### config.mk
export PLATFORM = sky130hd
export DESIGN_NAME = cpu_step_controller
export DESIGN_NICKNAME = d
export VERILOG_FILES = /design/src/rtl/cpu_step_controller.sv
export SDC_FILE = /design/constraint.sdc
export NUM_CORES = 1
export LEC_CHECK = 0
export ABC_CLOCK_PERIOD_IN_PS = 2400
export CAP_MARGIN = 20
export CORE_MARGIN = 5
export CORE_UTILIZATION = 45
export CTS_BUF_LIST = sky130_fd_sc_hd__clkbuf_4 sky130_fd_sc_hd__clkbuf_8 sky130_fd_sc_hd__clkbuf_16
export DETAILED_ROUTE_END_ITERATION = 8
export PLACE_DENSITY_LB_ADDON = 0.25
export SYNTH_ARGS = -nofsm -noshare
export SYNTH_HDL_FRONTEND = slang
export SYNTH_SLANG_ARGS = --single-unit
### constraint.sdc
create_clock -name clock -period 2.4 [get_ports clock]
set_input_delay 0.48 -clock clock [delete_from_list [all_inputs] [get_ports clock]]
set_output_delay 0.48 -clock clock [all_outputs]
set_load 0.1 [all_outputs]
### src/rtl/cpu_step_controller.sv
// Processor step/run controller: divides the system clock down to a
// one-cycle cpu_en pulse every div_reg cycles in RUN mode, issues exactly
// one pulse per step_req rising edge in STEP mode, and holds in HALT.
// The divisor can only be changed while halted.
module cpu_step_controller #(
  parameter int unsigned N           = 9,
  parameter int unsigned DEFAULT_DIV = 500
) (
  input  logic         clock,
  input  logic         reset,
  input  logic         run_req,
  input  logic         halt_req,
  input  logic         step_req,
  input  logic         div_load,
  input  logic [N-1:0] div_value,
  output logic         cpu_en,
  output logic [1:0]   state,
  output logic [N-1:0] count,
  output logic         step_done,
  output logic         load_err
);

  typedef enum logic [1:0] {
    ST_HALT    = 2'b00,
    ST_RUN     = 2'b01,
    ST_STEP    = 2'b10,
    ST_ILLEGAL = 2'b11
  } state_t;

  state_t       r_state;
  state_t       w_state_next;

  logic [N-1:0] r_count;
  logic [N-1:0] w_count_next;
  logic [N-1:0] r_div;
  logic [N-1:0] w_div_next;
  logic [N-1:0] w_div_m1;
  logic [N-1:0] w_div_load_val;

  logic         r_step_q;
  logic         w_step_edge;
  logic         w_active;
  logic         w_terminal;

  logic         r_cpu_en;
  logic         r_step_done;
  logic         r_load_err;
  logic         w_cpu_en_next;
  logic         w_step_done_next;
  logic         w_load_err_next;

  // Only a fresh rising edge of step_req may start a step.
  assign w_step_edge    = step_req & ~r_step_q;

  // Divisors below 2 cannot produce a meaningful period, so they clamp to 2.
  assign w_div_load_val = (div_value < N'(2)) ? N'(2) : div_value;
  assign w_div_m1       = r_div - N'(1);

  // Terminal uses >= so a counter that somehow overshot still wraps.
  assign w_active       = (r_state == ST_RUN) || (r_state == ST_STEP);
  assign w_terminal     = w_active && (r_count >= w_div_m1);

  // State register.
  always_ff @(posedge clock or posedge reset) begin
    if (reset) begin
      r_state <= ST_HALT;
    end else begin
      r_state <= w_state_next;
    end
  end

  // Next-state decode; halt_req dominates in every state.
  always_comb begin
    w_state_next = r_state;
    unique case (r_state)
      ST_HALT: begin
        if (halt_req)         w_state_next = ST_HALT;
        else if (run_req)     w_state_next = ST_RUN;
        else if (w_step_edge) w_state_next = ST_STEP;
        else                  w_state_next = ST_HALT;
      end
      ST_RUN: begin
        if (halt_req) w_state_next = ST_HALT;
        else          w_state_next = ST_RUN;
      end
      ST_STEP: begin
        if (halt_req || w_terminal) w_state_next = ST_HALT;
        else                        w_state_next = ST_STEP;
      end
      default: w_state_next = ST_HALT;
    endcase
  end

  // Next values for counter, divisor and the registered pulse outputs.
  always_comb begin
    w_count_next     = '0;
    w_cpu_en_next    = 1'b0;
    w_step_done_next = 1'b0;
    w_load_err_next  = 1'b0;
    w_div_next       = r_div;

    unique case (r_state)
      ST_HALT: begin
        // Counter is already zero here, and entry into RUN/STEP starts at zero.
        w_count_next = '0;
        if (div_load) w_div_next = w_div_load_val;
      end
      ST_RUN, ST_STEP: begin
        w_load_err_next = div_load;
        if (halt_req) begin
          w_count_next = '0;
        end else if (w_terminal) begin
          w_count_next     = '0;
          w_cpu_en_next    = 1'b1;
          w_step_done_next = (r_state == ST_STEP);
        end else begin
          w_count_next = r_count + N'(1);
        end
      end
      default: begin
        w_count_next    = '0;
        w_load_err_next = div_load;
      end
    endcase
  end

  // Datapath and output pulse registers.
  always_ff @(posedge clock or posedge reset) begin
    if (reset) begin
      r_count     <= '0;
      r_div       <= N'(DEFAULT_DIV);
      r_step_q    <= 1'b0;
      r_cpu_en    <= 1'b0;
      r_step_done <= 1'b0;
      r_load_err  <= 1'b0;
    end else begin
      r_count     <= w_count_next;
      r_div       <= w_div_next;
      r_step_q    <= step_req;
      r_cpu_en    <= w_cpu_en_next;
      r_step_done <= w_step_done_next;
      r_load_err  <= w_load_err_next;
    end
  end

  assign cpu_en    = r_cpu_en;
  assign step_done = r_step_done;
  assign load_err  = r_load_err;
  assign state     = r_state;
  assign count     = r_count;

endmodule

==> summary.md <==
The run gives 0 as the number of max-slew violations in the final report. The number of antenna diodes in the final layout is 0. Final antenna-violating net count: 0. Dominant delay contributor by cell family on the critical path: simple AND/OR/NAND/NOR gates. In this run the core area contains 20 standard-cell rows.

On the worst path, the slowest cell contributes a delay of 0.41 ns. The area of the die is 4460 µm², and the yosys synthesis warning count is 0. After legalization and detailed placement, the total HPWL measured 2300 µm. The total track usage is 0.150, and the total internal power is 731 µW.

The via-per-instance ratio is 5.26. The clock reaches the later pin of the worst-skew pair after 0.31 ns. The die is 66.8 µm tall. The worst setup path category was reg2reg.

The first-iteration detailed-routing DRC count came out at 8. The worst endpoint required time was 2.63 ns; the largest net degree at the start of global routing was 25. In the synthesized netlist the dominant register cell turns out to be sky130_fd_sc_hd__dfrtp_1. The number of maximum-capacitance violations is 0, and the clock network power share is 0.169. The synthesized-area fraction occupied by adder cells is 0.129.

The analysis attributes to cell leakage a power of 0.779 nW. The run gives 0 as the setup-violating endpoint count in the final report. The kind of end point of the critical path was a flop.

The run gives 0.596 as the end-of-flow core utilization. The signal on the critical path passes through inv_1 > ha_1 > inv_1 > nor4_2 > xnor2_1 > ha_1 > a21oi_2 > o21ai_2 > buf_4 > nor4_2. The via count of the first global-routing pass is 1190. The top cell types in the final layout, fill and taps aside, are sky130_fd_sc_hd__dfrtp_1, sky130_fd_sc_hd__buf_4, sky130_fd_sc_hd__ha_1, sky130_fd_sc_hd__clkdlybuf4s50_1, sky130_fd_sc_hd__inv_1. The logs give 1 for the number of levels the H-tree was split into and 134 for the post-synthesis cell count. The post-route fraction of the period consumed by the critical path works out to 0.947. The root buffer cell chosen for the clock tree is sky130_fd_sc_hd__clkbuf_4.

The highest achievable clock rate was 440 MHz. The async set-or-reset flop fraction in the synthesized netlist was 1.00. The switching part of the total was 0.371; the buffering stage count on the worst path with inverters included was 3. The count of cell instances traversed by the critical path came out at 10.

After clock tree synthesis, the setup repair step added 0 buffers. The final route contains 1110 vias. The floorplan step set the die width to 66.8 µm. The worst register-to-register path has a setup slack of 0.13 ns. After layout, the design draws a total of 1.16 mW. The part of the power in combinational logic is 0.370, and the I/O pin total is 29. Buffer depth of the longest clock path: 2. Clock tree synthesis inserted a total of 3 buffers.

The final hold violation count is 0, and the peak fanout along the critical path is 5. The launching element of the worst setup path was r_div[0]. Termination of the worst setup path: count[5]. For the pin with the worst max-slew slack, the measured transition is 0.695 ns. After synthesis, the largest family of logic cells by area is simple AND/OR/NAND/NOR gates. Dividing the detail-routed wire length by the instance count gives 14.4 µm. The number of synthesized flops with an enable pin is 0. TritonCTS built the clock tree.

The cell type of the slowest stage on the worst timing path is sky130_fd_sc_hd__dfrtp_1. The run finished with clean final reports. The post-layout net count was 198. The share of post-route cells with drive strength above 1 came out at 0.305. The number of buffers added on ports is 28. The tools report the part of the total power dissipated in sequential elements as 0.460.

The worst register-to-register path begins at r_div[0]. The first global-routing pass estimated 5190 µm of wire. The clock sink count is 24.

The congestion estimate from routability-driven global placement came to 0.751. The type of origin of the critical path is a flop. Measured in cells, the most critical reg-to-reg path has a length of 10. The total routed wirelength is 3040 µm, and the number of buffers added to fix hold violations after cts is 0.

The power per standard cell area works out to 634 nW/µm². The power spent charging and discharging nets was 432 µW. The path class of the lowest-slack min-delay path is in2async. The library cell used most frequently in the layout, excluding fill and tap cells, is sky130_fd_sc_hd__dfrtp_1.

The area of the mapped netlist came out at 1450 µm². Multiplexer fraction of the synthesized cell area: 0.0543. The endpoint identified for the worst register-to-register timing path is count[5]. The logs give 0.419 for the fraction of the yosys area taken by sequential cells and 3080 µm² for the area of the core region. The area fraction in compound gates after synthesis was 0.0680; the CTS clock-pin slew for the worst setup and hold paths was 0.14 ns. Each instance of the synthesized netlist takes up on average 10.8 µm². The post-route setup TNS was 0 ns; the fraction of synthesized cell area in xor and xnor cells was 0.0844.

VDD sags by at most 390 µV. The initial core utilization was 0.472; the length of the first detailed-routing pass in iterations was 4. Counting distinct cell types in the post-synthesis netlist gives 32. The synthesized-area fraction occupied by and/or/nand/nor cells is 0.203. The final setup skew came out at 0.00834 ns.

Post-synthesis net count: 164. The signed area change from the synthesized netlist to the final layout is 26.4%. The count of unresolved DRC violations after routing came out at 0.

The clock period minus final worst setup slack is 2.27 ns, and the normalized max-slew margin is 0.537. The flop and latch count out of synthesis came out at 24. The number of antenna violations at the first check in global routing came out at 0. The data arrival time of the critical path came out at 2.50 ns. Total congestion overflow: 0.
-- final cells by class --
type	count	area, µm²
tap	44	55.1
inverter	11	41.3
sequential	24	608
timing repair buffer	32	273
fill	285	1240
multi-input combinational	96	828
clock buffer	4	30.0
-- what timing repair did --
item / CTS / global route
endpoints found under the hold margin: 0 / 0
gates resized for setup: 1 / 10
pin swaps: 0 / 2
cloned: 0 / 1
setup endpoints to repair: 10 / 11
-- synth_stat cells, types with 2 or more instances --
master | n | share of area
sky130_fd_sc_hd__a21oi_1 | 6 | 0.021
sky130_fd_sc_hd__dfrtp_1 | 18 | 0.31
sky130_fd_sc_hd__dfstp_2 | 6 | 0.11
sky130_fd_sc_hd__ha_1 | 15 | 0.13
sky130_fd_sc_hd__inv_1 | 11 | 0.028
sky130_fd_sc_hd__mux2_2 | 7 | 0.054
sky130_fd_sc_hd__nand2_1 | 8 | 0.021
sky130_fd_sc_hd__nand3_1 | 4 | 0.014
sky130_fd_sc_hd__nor2_1 | 10 | 0.026
sky130_fd_sc_hd__nor3_1 | 3 | 0.010
sky130_fd_sc_hd__nor4_1 | 4 | 0.017
sky130_fd_sc_hd__nor4_2 | 9 | 0.078
sky130_fd_sc_hd__o21ai_0 | 2 | 0.0069
sky130_fd_sc_hd__xnor2_1 | 10 | 0.060
sky130_fd_sc_hd__xor2_1 | 4 | 0.024
-- power by group through the flow --
stage / combinational [mW] / clock [mW] / sequential (mW)
floorplan: 0.236 / 0 / 0.608
global placement: 0.403 / 0 / 0.536
detailed placement: 0.426 / 0 / 0.540
CTS: 0.427 / 0.203 / 0.532
global route: 0.477 / 0.222 / 0.545
finish: 0.431 / 0.197 / 0.535
-- through the flow --
step / hold slack, ns / cells / worst slack, ns / area, µm²
CTS: 0.505 / 210 / 0.0217 / 1790
detailed placement: 0.539 / 206 / -0.0911 / 1760
finish: 0.499 / 211 / 0.128 / 1840
global route: 0.552 / 211 / -0.0443 / 1840
floorplan: 0.490 / 134 / 0.0975 / 1450
global placement: 0.527 / 206 / -0.00307 / 1760
-- metal layers --
| layer | global-route usage | wire (µm) |
|---|---|---|
| met5 | 0 | 0 |
| met4 | 0.0305 | 15 |
| met3 | 0.0287 | 168 |
| met2 | 0.278 | 1590 |
| met1 | 0.178 | 1270 |
-- worst min-delay path by stage --
stage | startpoint | end | cells after the start | slack (ns)
finish | reset | count[6] | 3 | 0.50
global route | reset | count[6] | 3 | 0.55
CTS | reset | cpu_en | 3 | 0.50
detailed placement | count[0] | count[0] | 1 | 0.54
global placement | count[0] | count[0] | 1 | 0.53
floorplan | reset | count[0] | 1 | 0.49
-- flip-flops by register name (all words and copies together), names as in the netlist --
| register | cells |
|---|---|
| step_done | 1 |
| cpu_en | 1 |
| state | 2 |
| r_div | 9 |
| count | 9 |
| load_err | 1 |
| r_step_q | 1 |
-- worst reg2reg max path: stages, from the launching register on --
cell                      delay, ns
sky130_fd_sc_hd__dfrtp_1       0.41
sky130_fd_sc_hd__inv_1         0.10
sky130_fd_sc_hd__ha_1          0.18
sky130_fd_sc_hd__inv_1         0.09
sky130_fd_sc_hd__nor4_2        0.31
sky130_fd_sc_hd__xnor2_1       0.16
sky130_fd_sc_hd__ha_1          0.27
sky130_fd_sc_hd__a21oi_2       0.15
sky130_fd_sc_hd__o21ai_2       0.08
sky130_fd_sc_hd__buf_4         0.18
sky130_fd_sc_hd__nor4_2        0.27
-- logic make-up after synthesis --
family / Yosys count
xor+xnor: 14
fa+ha+maj: 15
simple gates: 45
buf+inv: 14
compound gates: 15
flops: 24
mux: 7
(Power assumes the default switching activity.)
